$ cat src/rtl/master_response_collector_pkg.sv
// Shared definitions for the master return path: default sizing and the
// slave index type used by the request decoder, arbiters and collector.
package master_response_collector_pkg;

  localparam int QTY_OF_DEVICES_DEFAULT  = 4;
  localparam int DATA_WIDTH_DEFAULT      = 32;
  localparam int MAX_OUTSTANDING_DEFAULT = 4;

  localparam int DEV_IDX_WIDTH = $clog2(QTY_OF_DEVICES_DEFAULT);

  typedef logic [DEV_IDX_WIDTH-1:0] dev_idx_t;

endpackage

$ cat src/rtl/master_response_collector_resp_addr_fifo.sv
// resp_addr_fifo: in-order record of the slave index of each accepted
// request. The head entry names the slave whose response is awaited next.
// Occupancy is kept in a separate counter one bit wider than the pointers,
// so the pointers simply wrap.
module resp_addr_fifo
  import master_response_collector_pkg::*;
#(
  parameter int WIDTH = DEV_IDX_WIDTH,
  parameter int DEPTH = MAX_OUTSTANDING_DEFAULT
) (
  input  logic                     clk,
  input  logic                     rst,
  input  logic                     push,
  input  logic [WIDTH-1:0]         push_data,
  input  logic                     pop,
  output logic [WIDTH-1:0]         head_data,
  output logic                     full,
  output logic                     empty,
  output logic [$clog2(DEPTH):0]   count
);

  localparam int PTR_W = $clog2(DEPTH);

  logic [WIDTH-1:0] mem_q [DEPTH];
  logic [WIDTH-1:0] mem_d [DEPTH];
  logic [PTR_W-1:0] wr_ptr_q, wr_ptr_d;
  logic [PTR_W-1:0] rd_ptr_q, rd_ptr_d;
  logic [PTR_W:0]   count_q, count_d;

  logic do_push;
  logic do_pop;

  assign full      = (count_q == (PTR_W+1)'(DEPTH));
  assign empty     = (count_q == '0);
  assign count     = count_q;
  assign head_data = mem_q[rd_ptr_q];

  // Writes into a full FIFO and reads from an empty one are dropped.
  assign do_push = push & ~full;
  assign do_pop  = pop & ~empty;

  // Next-state for storage, pointers and occupancy.
  always_comb begin
    mem_d    = mem_q;
    wr_ptr_d = wr_ptr_q;
    rd_ptr_d = rd_ptr_q;
    count_d  = count_q;
    if (do_push) begin
      mem_d[wr_ptr_q] = push_data;
      wr_ptr_d        = wr_ptr_q + PTR_W'(1);
    end
    if (do_pop) begin
      rd_ptr_d = rd_ptr_q + PTR_W'(1);
    end
    case ({do_push, do_pop})
      2'b10:   count_d = count_q + (PTR_W+1)'(1);
      2'b01:   count_d = count_q - (PTR_W+1)'(1);
      default: count_d = count_q;
    endcase
  end

  // FIFO state registers; reset discards every queued entry.
  always_ff @(posedge clk or posedge rst) begin
    if (rst) begin
      for (int i = 0; i < DEPTH; i++) begin
        mem_q[i] <= '0;
      end
      wr_ptr_q <= '0;
      rd_ptr_q <= '0;
      count_q  <= '0;
    end else begin
      mem_q    <= mem_d;
      wr_ptr_q <= wr_ptr_d;
      rd_ptr_q <= rd_ptr_d;
      count_q  <= count_d;
    end
  end

endmodule

$ cat src/rtl/master_response_collector.sv
// master_response_collector: steers slave responses back to one master in
// request order and throttles the request decoder when too many
// transactions are outstanding.
// Optional feature macro: RESP_COLLECTOR_ERR_CHECK_EN enables the sticky
// protocol-error detector; without it err is tied low.
module master_response_collector
  import master_response_collector_pkg::*;
#(
  parameter int QTY_OF_DEVICES  = QTY_OF_DEVICES_DEFAULT,
  parameter int DATA_WIDTH      = DATA_WIDTH_DEFAULT,
  parameter int MAX_OUTSTANDING = MAX_OUTSTANDING_DEFAULT
) (
  input  logic                                 clk,
  input  logic                                 rst,
  input  logic                                 m_req,
  input  logic [$clog2(QTY_OF_DEVICES)-1:0]    m_addr,
  output logic                                 fwd_req,
  output logic                                 m_ack,
  input  logic [QTY_OF_DEVICES-1:0]            s_ack,
  input  logic [QTY_OF_DEVICES-1:0]            s_resp,
  input  logic [QTY_OF_DEVICES*DATA_WIDTH-1:0] s_rdata,
  output logic                                 m_resp,
  output logic [DATA_WIDTH-1:0]                m_rdata,
  output logic [$clog2(MAX_OUTSTANDING):0]     outstanding,
  output logic                                 err
);

  localparam int IDX_W = $clog2(QTY_OF_DEVICES);

  logic [IDX_W-1:0]      head;
  logic                  full;
  logic                  empty;
  logic                  pop;
  logic [DATA_WIDTH-1:0] slave_data [QTY_OF_DEVICES];

  logic                  m_resp_q, m_resp_d;
  logic [DATA_WIDTH-1:0] m_rdata_q, m_rdata_d;

  // Requests are held off the decoder while the FIFO is full, so an
  // accepted request always has a slot to record its slave index.
  assign fwd_req = m_req & ~full;
  assign m_ack   = fwd_req & s_ack[m_addr];

  // Only the slave at the head may complete; an entry pushed this cycle
  // is not yet visible because empty reflects registered state.
  assign pop = ~empty & s_resp[head];

  resp_addr_fifo #(
    .WIDTH (IDX_W),
    .DEPTH (MAX_OUTSTANDING)
  ) u_resp_addr_fifo (
    .clk       (clk),
    .rst       (rst),
    .push      (m_ack),
    .push_data (m_addr),
    .pop       (pop),
    .head_data (head),
    .full      (full),
    .empty     (empty),
    .count     (outstanding)
  );

  // Split the flat response data bus into one word per slave.
  always_comb begin
    for (int i = 0; i < QTY_OF_DEVICES; i++) begin
      slave_data[i] = s_rdata[i*DATA_WIDTH +: DATA_WIDTH];
    end
  end

  // Capture the head slave's data on a pop; data holds between pops.
  always_comb begin
    m_resp_d  = pop;
    m_rdata_d = m_rdata_q;
    if (pop) begin
      m_rdata_d = slave_data[head];
    end
  end

  // Registered response towards the master.
  always_ff @(posedge clk or posedge rst) begin
    if (rst) begin
      m_resp_q  <= 1'b0;
      m_rdata_q <= '0;
    end else begin
      m_resp_q  <= m_resp_d;
      m_rdata_q <= m_rdata_d;
    end
  end

  assign m_resp  = m_resp_q;
  assign m_rdata = m_rdata_q;

`ifdef RESP_COLLECTOR_ERR_CHECK_EN
  logic                      err_q, err_d;
  logic [QTY_OF_DEVICES-1:0] head_mask;

  assign head_mask = {{(QTY_OF_DEVICES-1){1'b0}}, 1'b1} << head;

  // A response from any slave other than the awaited one is a protocol
  // error; with nothing outstanding every response is unexpected.
  always_comb begin
    err_d = err_q;
    if (empty) begin
      if (|s_resp) err_d = 1'b1;
    end else begin
      if (|(s_resp & ~head_mask)) err_d = 1'b1;
    end
  end

  // Sticky error flag, cleared only by reset.
  always_ff @(posedge clk or posedge rst) begin
    if (rst) begin
      err_q <= 1'b0;
    end else begin
      err_q <= err_d;
    end
  end

  assign err = err_q;
`else
  assign err = 1'b0;
`endif

endmodule

$ cat config.mk
export PLATFORM = sky130hd
export DESIGN_NAME = master_response_collector
export DESIGN_NICKNAME = d
export VERILOG_FILES = /design/src/rtl/master_response_collector_pkg.sv /design/src/rtl/master_response_collector_resp_addr_fifo.sv /design/src/rtl/master_response_collector.sv
export SDC_FILE = /design/constraint.sdc
export NUM_CORES = 1
export LEC_CHECK = 0
export ABC_AREA = 0
export ABC_CLOCK_PERIOD_IN_PS = 5870
export CELL_PAD_IN_SITES_DETAIL_PLACEMENT = 0
export CELL_PAD_IN_SITES_GLOBAL_PLACEMENT = 1
export CORE_UTILIZATION = 32
export DETAILED_ROUTE_END_ITERATION = 12
export GPL_ROUTABILITY_DRIVEN = 0
export PLACE_DENSITY_LB_ADDON = 0.05
export SETUP_SLACK_MARGIN = 0.4
export SYNTH_ARGS = -nofsm -noshare
export SYNTH_HDL_FRONTEND = slang
export SYNTH_HIERARCHICAL = 1
export SYNTH_SLANG_ARGS = --single-unit
$ cat constraint.sdc
create_clock -name clk -period 5.87 [get_ports clk]
set_input_delay 0.587 -clock clk [delete_from_list [all_inputs] [get_ports clk]]
set_output_delay 0.587 -clock clk [all_outputs]
set_load 0.01 [all_outputs]
* After elaboration in Yosys (flattened, before gate mapping)
Cells that the tools add are included.
** Word-level totals
- Bits of input ports :: 141
- Bits in registers :: 48
** Cells by class
- Eq/ne operators :: 3
- Mux-type cells :: 14
- Reduce and logical (&&, ||, !) cells :: 3
- Bitwise gates (word level) :: 10
- $lt $le $gt $ge :: 6
- Add/subtract/negate cells :: 4
** Operators by type and width (number)
- binary-select mux 32 bit (select 2 bit) :: 1
- 2-to-1 mux 32 bit :: 2
- >= comparator 3 bit, second input constant :: 3
- inverter 2 -> 3 bit :: 3
- bitwise mux 8 bit :: 1
- less-than comparator 2 x 3 -> 1 bit, second input constant :: 2
- 2-to-1 mux 2 bit :: 3
- one-hot mux 3 bit (2 select lines) :: 1
- bitwise AND 1 bit :: 5
- adder 2 x 1 -> 2 bit, second input constant :: 2
- binary-select mux 1 bit (select 2 bit) :: 2
- binary-select mux 2 bit (select 2 bit) :: 1
- demux 2 bit (select 2 bit) :: 1
- adder 3 x 1 -> 3 bit, second input constant :: 1
- == test 3 bit, second input constant :: 1
- zero test 3 bit :: 1
- less-than comparator 3 x 1 -> 1 bit, second input constant :: 1
- subtractor 3 x 1 -> 3 bit, second input constant :: 1
- == test 2 x 1 -> 1 bit, second input constant :: 1
- == test 2 bit, second input constant :: 1
- 2-to-1 mux 1 bit :: 2
- inverter 1 bit :: 2
- nonzero test 2 bit :: 1
- logical AND 1 bit :: 1

* Longest topological paths before layout
Gate-level depths: netlist of run 1.
- Depth in word-level cells :: 10
- Depth in mapped cells :: 12
- Gate-level depth less buffers :: 10

* Modules after synthesis
The synthesis of run 1 kept the hierarchy.
** By module, submodules not included
- master_response_collector :: times used 1, cells each 119, area an instance 2242.2 um2
- resp_addr_fifo :: times used 1, cells each 59, area an instance 774.5 um2

* Least setup slack after synthesis of run 1
Ideal clock, no wire load.
- Path type :: register to register
- Start point :: register u_resp_addr_fifo.rd_ptr_q[1]
- End point :: register u_resp_addr_fifo.count_q[2] (netlist: u_resp_addr_fifo/count[2])
- Clock period less this slack :: 2970 ps
- Required time :: 5791 ps
- Library setup time :: 79 ps
- Data arrival time :: 2890 ps
- Path buffers :: 2
- Setup slack :: 2900 ps
- Stages on the path, launching flop included :: 13
- Path through :: dfrtp_1 -> mux4_2 -> buf_6 -> or2_4 -> o22ai_4 -> buf_12 -> o31a_2 -> ha_1 -> inv_1 -> fa_1 -> xor2_1 -> nor2_1 -> xor2_1
** On the way
- Cells in the longest elaborated chain, start to end :: 10
- Elaborated cells between the ends (all ways) :: 12
- Those cells by class :: eq/ne: 2; mux: 6; bitwise: 3; reduce/logical: 1
** RTL lines
- start, declared :: line master_response_collector_resp_addr_fifo.sv:27 : logic [PTR_W-1:0] rd_ptr_q, rd_ptr_d;
- start signal, assigned :: line master_response_collector_resp_addr_fifo.sv:74 : rd_ptr_q <= rd_ptr_d;
- inverter 2 -> 3 bit (implied by the code) (*) :: line master_response_collector_resp_addr_fifo.sv:36 : assign head_data = mem_q[rd_ptr_q];
- binary-select mux 2 bit (select 2 bit) (*) :: line master_response_collector_resp_addr_fifo.sv:36
- 2-to-1 mux 2 bit (implied by the code) (*) (2 in series) :: line master_response_collector_resp_addr_fifo.sv:36
- via head[0] :: line master_response_collector.sv:30 : logic [IDX_W-1:0] head;
- binary-select mux 1 bit (select 2 bit) (*) :: line master_response_collector.sv:46 : assign pop = ~empty & s_resp[head];
- 2-to-1 mux 1 bit (implied by the code) (*) :: line master_response_collector.sv:46
- bitwise AND 1 bit (*) :: line master_response_collector.sv:46
- via m_resp_d :: line master_response_collector.sv:36 : logic m_resp_q, m_resp_d;
- bitwise AND 1 bit (*) :: line master_response_collector_resp_addr_fifo.sv:40 : assign do_pop = pop & ~empty;
- via u_resp_addr_fifo.do_pop :: line master_response_collector_resp_addr_fifo.sv:31 : logic do_pop;
- == test 2 x 1 -> 1 bit or == test 2 bit (tied branches) :: line master_response_collector_resp_addr_fifo.sv:55 : case ({do_push, do_pop})
- one-hot mux 3 bit (2 select lines) or nonzero test 2 bit (tied branches)
- end signal, assigned :: line master_response_collector_resp_addr_fifo.sv:75 : count_q <= count_d;
- end, declared :: line master_response_collector_resp_addr_fifo.sv:28 : logic [PTR_W:0] count_q, count_d;
Mark *: on every way through the listed nets, which the timed path passes. The rest lies on a longest branch. The select of a mux whose other input is x is not followed.
A chain may end at the register's enable or synchronous reset.

* Worst setup path after layout of run 1
- Start point :: register u_resp_addr_fifo.rd_ptr_q[0]
- End point :: register u_resp_addr_fifo.count_q[2] (netlist: u_resp_addr_fifo/count[2])
** On the way
- Cells in the longest elaborated chain, start to end :: 10
- Elaborated cells between the ends (all ways) :: 12
- Those cells by class :: eq/ne: 2; mux: 6; bitwise: 3; reduce/logical: 1
** RTL lines (line)
- inverter 2 -> 3 bit (implied by the code) (*) :: master_response_collector_resp_addr_fifo.sv:36
- binary-select mux 2 bit (select 2 bit) (*) :: master_response_collector_resp_addr_fifo.sv:36
- 2-to-1 mux 2 bit (implied by the code) (*) (2 in series) :: master_response_collector_resp_addr_fifo.sv:36
- via head[1] :: master_response_collector.sv:30
- binary-select mux 1 bit (select 2 bit) (*) :: master_response_collector.sv:46
- 2-to-1 mux 1 bit (implied by the code) (*) :: master_response_collector.sv:46
- bitwise AND 1 bit (*) :: master_response_collector.sv:46
- bitwise AND 1 bit (*) :: master_response_collector_resp_addr_fifo.sv:40
- via u_resp_addr_fifo.do_pop :: master_response_collector_resp_addr_fifo.sv:31
- == test 2 x 1 -> 1 bit or == test 2 bit (tied branches) :: master_response_collector_resp_addr_fifo.sv:55
- one-hot mux 3 bit (2 select lines) or nonzero test 2 bit (tied branches)
Marked as above.

==> impl_metrics.ini, run 1 <==
[status]
status = finished clean

[global_routing]
grt_start_max_net_pins = 35
antenna_found_initial = 0
overflow = 0
grt_pass1_vias = 2355
grt_pass1_wl_mm = 12.5
grt_use_total_pct = 16.6

[cells_and_area]
multiInputGateArea_um2 = 1660
final_nets = 501
drive_gt1_share_pct = 25.4
fin_area_um2 = 4920
ff_latch_area_um2 = 1200
syn_to_final_growth_pct = 63.0
fillCellCount = 803
n_antenna_cell = 0

[cts]
clock_latency_ps = 300
h-tree-depth = 2
cts_buffer_depth = 2
clkTransAtPathRegs_ps = 90
hold_buffers = 0
cts_resized = 0
cts_setup_buffers = 0
cts_tree = yes
cts_buffers = 5
cts.sinks = 48
cts-root-buf = clkbuf_8

[synthesis]
syn_avg_cell_area_um2 = 16.9
seq_area_frac_synth_pct = 39.8
netlist.area_leader.share_pct = 39.8
syn_inst = 178
synth_area_leaders = dfrtp_1, mux4_2, mux2_4
syn_area_um2 = 3020
ys_warn_count = 6
synth_area_leader_cell = dfrtp_1
syn_nets = 325
yosysUniqueCellTypes = 27
ys_seq_elements = 48

[die]
die_x_um = 99.1
start_util_pct = 32.8
die_area_um2 = 9820
num_rows = 35
ioPinCount = 180
core_area_um2 = 9200
die_h_um = 99.1

[setup_path]
cp.arrival_ps = 3410
crit_type = reg2reg
endpoint_kind = flip-flop
timing.rr.start = u_resp_addr_fifo/rd_ptr_q[0]
required_ps = 6100
cp-start-kind = flip-flop
critical_path.max_fanout = 34
crit_start = u_resp_addr_fifo/rd_ptr_q[0]

[timing]
hold_violations = 0
clock_skew_ps = 9.59
layout_setup_ws_ps = 2690
hold-worst-slack_ps = 514
tightestPinTransition_ps = 899
report.final.slew_viol_count = 0
rsz0062_at_grt = no
fin_setup_tns_ps = 0
setup_viol = 0
clock.fmax_mhz = 315
min_period_ps = 3180
period_share_pct = 54.1
max_slew_margin_pct = 40.1

[detailed_routing]
via_count = 2256
wire_per_inst_um = 17.3
drc = 0
wl_mm = 8.08
ant_nets = 0
firstDrtPassIters = 4
vias_per_cell = 4.84
dr.first_iter.drc_count = 48

[place]
port-buffer-count = 178
dp_hpwl_mm = 5.95
place_ws_ps = 2670
place_area_um2 = 4830

[power_and_ir_drop]
p_leak_nw = 1.98
finalPower_mw = 2.90
p_per_area_nw_per_um2 = 591
max-vdd-ir-drop_v = 0.000495

[min_path]
hp-class = reg2reg
hold_start = m_rdata[22]

[flow_run]
max-cap-violations = 0
layer usage:
metal	global-route usage [%]	vias up	wire length [um]
li1	-	1024	-
met1	21.3	1133	3460
met2	28.5	89	3950
met3	3.58	10	550
met4	4.64	0	119
met5	0	-	0
cell type report:
type                            instances  share of cell area [%]
Clock inverter                          1                   0.178
Multi-Input combinational cell        111                    33.8
Timing Repair Buffer                  181                    36.7
Clock buffer                            7                    1.55
Tap cell                              111                    2.83
Sequential cell                        48                    24.4
Inverter                                7                   0.534
synthesized netlist by cell type:
library cell,number
o31a_2,1
conb_1,1
buf_2,1
nand2b_4,1
dfrtp_1,48
or2_4,1
and2_1,1
mux4_2,35
nor3b_4,1
nand2_1,5
ha_1,5
mux2i_1,3
nor3_1,1
buf_4,1
inv_1,7
xor2_1,3
nor2_1,5
fa_1,1
nand2b_1,1
buf_12,3
buf_6,4
mux2_4,29
xnor2_1,3
mux2_2,12
nor2b_1,1
o22ai_4,1
clkbuf_1,3
power by group:
part           total [mW]  switching, mW  internal (mW)
clock               0.199          0.113         0.0854
combinational        2.07          0.779           1.29
sequential          0.640          0.115          0.524
metrics by stage:
step                      instances  utilization, %
after floorplan                 178               -
after global placement          458            52.5
after detailed placement        458            52.5
after CTS                       466            53.5
after global routing            466            53.5
final                           466            53.5
placed cells by master (no fill, tap or decap), types with 5 or more instances in the layout:
master	netlist	layout
clkdlybuf4s50_1	0	178
dfrtp_1	48	48
mux4_2	35	35
mux2_4	29	29
mux2_2	12	12
inv_1	7	7
clkbuf_8	0	5
nand2_1	5	5
nor2_1	5	5
ha_1	5	5
sequential cells by signal (all words and copies together) (netlist names):
name	flops
m_resp	1
u_resp_addr_fifo/rd_ptr_q	2
m_rdata	32
u_resp_addr_fifo/count	3
u_resp_addr_fifo/mem_q	8
u_resp_addr_fifo/wr_ptr_q	2
kinds of logic (layout without fill, tap and decap cells):
logic type / after synthesis / after routing / synth area share (%)
fa+ha+maj: 6 / 6 / 2.74
xor+xnor: 6 / 6 / 1.74
simple gates: 17 / 17 / 3.40
buf+inv: 19 / 196 / 5.14
other cells: 1 / 1 / 0.124
flops: 48 / 48 / 39.8
compound gates: 2 / 2 / 0.995
mux: 79 / 79 / 46.0
worst paths after layout:
kind / endpoint / cells past startpoint / slack, ps
min: m_rdata[22] / 1 / 510
max reg2reg: u_resp_addr_fifo/count[2] / 10 / 2690
min in group asynchronous: u_resp_addr_fifo/count[1] / 2 / 670
min reg2reg: m_rdata[22] / 1 / 510
max: u_resp_addr_fifo/count[2] / 10 / 2690
max in group asynchronous: u_resp_addr_fifo/mem_q[7] / 2 / 4820
critical path, stage by stage, from the launching register on:
cell	delay (ps)
dfrtp_1	450
mux4_2	980
mux2i_1	240
o22ai_4	200
o31a_2	210
ha_1	190
inv_1	60
fa_1	370
xor2_1	150
nor2_1	100
xor2_1	150
Power figures use the tool's default switching activity.
==> run 2, diff against run 1 <==
--- a/config.mk
+++ b/config.mk
@@ -6,10 +6,10 @@
 export NUM_CORES = 1
 export LEC_CHECK = 0
 export ABC_AREA = 0
-export ABC_CLOCK_PERIOD_IN_PS = 5870
+export ABC_CLOCK_PERIOD_IN_PS = 2900
 export CELL_PAD_IN_SITES_DETAIL_PLACEMENT = 0
 export CELL_PAD_IN_SITES_GLOBAL_PLACEMENT = 1
-export CORE_UTILIZATION = 32
+export CORE_UTILIZATION = 26
 export DETAILED_ROUTE_END_ITERATION = 12
 export GPL_ROUTABILITY_DRIVEN = 0
 export PLACE_DENSITY_LB_ADDON = 0.05
==> constraint.sdc (replaced) <==
create_clock -name clk -period 2.9 [get_ports clk]
set_input_delay 0.29 -clock clk [delete_from_list [all_inputs] [get_ports clk]]
set_output_delay 0.29 -clock clk [all_outputs]
set_load 0.01 [all_outputs]
==> impl_metrics.ini, run 2 (same netlist as run 1, synthesis figures left out) <==
[detailed_routing]
wl_mm = 8.67
vias_per_cell = 4.50
firstDrtPassIters = 4
dr.first_iter.drc_count = 35
ant_nets = 0
via_count = 2261
drc = 0
wire_per_inst_um = 17.3

[power_and_ir_drop]
finalPower_mw = 6.24
combPwrFrac_pct = 70.4
p_per_area_nw_per_um2 = 1230
netSwitchingPower_mw = 2.11
max-vdd-ir-drop_v = 0.00131
switching_share_pct = 33.8
clkPwrFrac_pct = 8.8
p_leak_nw = 2.04
seqPwrFrac_pct = 20.7
p_int_mw = 4.13

[global_routing]
grt_pass1_vias = 2425
grt_start_max_net_pins = 34
overflow = 0
grt_use_total_pct = 14.5
antenna_found_initial = 0
grt_pass1_wl_mm = 12.8

[cts]
clkTransAtPathRegs_ps = 60
cts_tree = yes
cts.sinks = 48
cts_buffers = 5
clock_latency_ps = 280
h-tree-depth = 2
cts-root-buf = clkbuf_16
cts_buffer_depth = 2

[timing]
fin_setup_tns_ps = 0
hold_violations = 0
min_period_ps = 2470
rsz0062_at_grt = yes
tightestPinTransition_ps = 1020
max_slew_margin_pct = 31.5
period_share_pct = 85.1
setup_viol = 0
clock_skew_ps = 6.70
clock.fmax_mhz = 405
report.final.slew_viol_count = 0

[setup_path]
critical_path.max_fanout = 4
crit_chain = mux4_2 -> mux2i_1 -> o22ai_4 -> o31a_4 -> ha_4 -> inv_2 -> fa_2 -> xor2_1 -> nor2_1 -> xor2_1
crit_type = reg2reg
crit_top_cell = xor2_1
cp.arrival_ps = 2670
required_ps = 3110
cp_num_buf_inv = 1
slowest_delay_ps = 590
endpoint_kind = flip-flop
slowest_stage = mux4_2
cp_top_family = multiplexers
cp-start-kind = flip-flop

[place]
place_area_um2 = 4900
port-buffer-count = 178
dp_hpwl_mm = 6.59

[die]
core_area_um2 = 11100
die_area_um2 = 12000
ioPinCount = 180
start_util_pct = 27.2
num_rows = 38
die_x_um = 110
die_h_um = 110

[cells_and_area]
layout_commonest_cell = clkdlybuf4s50_1
final_nets = 509
fin_area_um2 = 5090
n_antenna_cell = 0
drive_gt1_share_pct = 27.9
largest_reg_flops = 32
final_cell_mix = clkdlybuf4s50_1, dfrtp_1, mux4_2
syn_to_final_growth_pct = 68.8

[status]
status = finished clean

[flow_run]
max-cap-violations = 0

[min_path]
hp-class = in2async
-- run 2: cell count changes in the layout (fill, tap and decap cells not counted), moves of 2 or more --
cell       previous run  this run
clkbuf_16             0         5
buf_4                 3         9
inv_1                 7         5
clkbuf_8              5         0
buf_6                 0         2
-- run 2: area by class of cell --
type,count,area [um2]
clock buffers,6,129
clock inverters,1,5.00
fillers,1047,5990
inverters,7,26.3
multi-input cells,111,1680
flip-flops and latches,48,1200
well taps,140,175
repair buffers,189,1870
-- run 2: final timing paths --
| path | startpoint | end | slack, ps | cells after the start |
|---|---|---|---|---|
| worst max-delay path | u_resp_addr_fifo/rd_ptr_q[0] | u_resp_addr_fifo/count[2] | 430 | 10 |
| worst min-delay path | rst | u_resp_addr_fifo/mem_q[6] | 400 | 2 |
| worst max register to register | u_resp_addr_fifo/rd_ptr_q[0] | u_resp_addr_fifo/count[2] | 430 | 10 |
| worst min register to register | u_resp_addr_fifo/mem_q[1] | u_resp_addr_fifo/mem_q[1] | 500 | 1 |
| max in group asynchronous | rst | m_rdata[22] | 1810 | 3 |
| min in group clk | u_resp_addr_fifo/mem_q[1] | u_resp_addr_fifo/mem_q[1] | 500 | 1 |
-- run 2: worst reg2reg max path: stages, from the launching register on --
cell and delay, ps:
dfrtp_1 390, mux4_2 590, mux2i_1 180, o22ai_4 170, o31a_4 180, ha_4 130, inv_2 30, fa_2 320
xor2_1 140, nor2_1 110, xor2_1 150
-- run 2: through the flow --
| stage | instances | hold WS (ps) | utilization, % | setup slack (ps) |
|---|---|---|---|---|
| detailed placement | 489 | 492 | 44.3 | 153 |
| global placement | 489 | 488 | 44.3 | 170 |
| floorplan | 178 | 191 | - | 54.0 |
| CTS | 501 | 429 | 45.9 | 403 |
| finish | 502 | 404 | 46.0 | 432 |
| global route | 502 | 499 | 46.0 | 335 |
-- run 2: metal layers --
| metal | routed length (um) | up-vias | GRT usage (%) |
|---|---|---|---|
| met2 | 4310 | 103 | 25.3 |
| li1 | - | 1045 | - |
| met4 | 48 | 0 | 2.86 |
| met5 | 0 | - | 0 |
| met1 | 3660 | 1109 | 17.9 |
| met3 | 657 | 4 | 3.79 |
-- run 2: what timing repair did --
| action | 4_1_cts | 5_1_grt |
|---|---|---|
| resized for setup | 1 | 1 |
| endpoints found under the setup margin | 34 | 26 |
| pin swaps | 0 | 2 |
| hold buffers | 0 | 0 |
| setup buffers | 5 | 1 |
-- run 2: power by group through the flow --
stage	registers (mW)	clock network, mW	logic, mW
global placement	1.31	0	4.35
floorplan	1.40	0	3.27
finish	1.30	0.552	4.39
global route	1.34	0.610	4.72
CTS	1.30	0.579	4.47
detailed placement	1.31	0	4.36
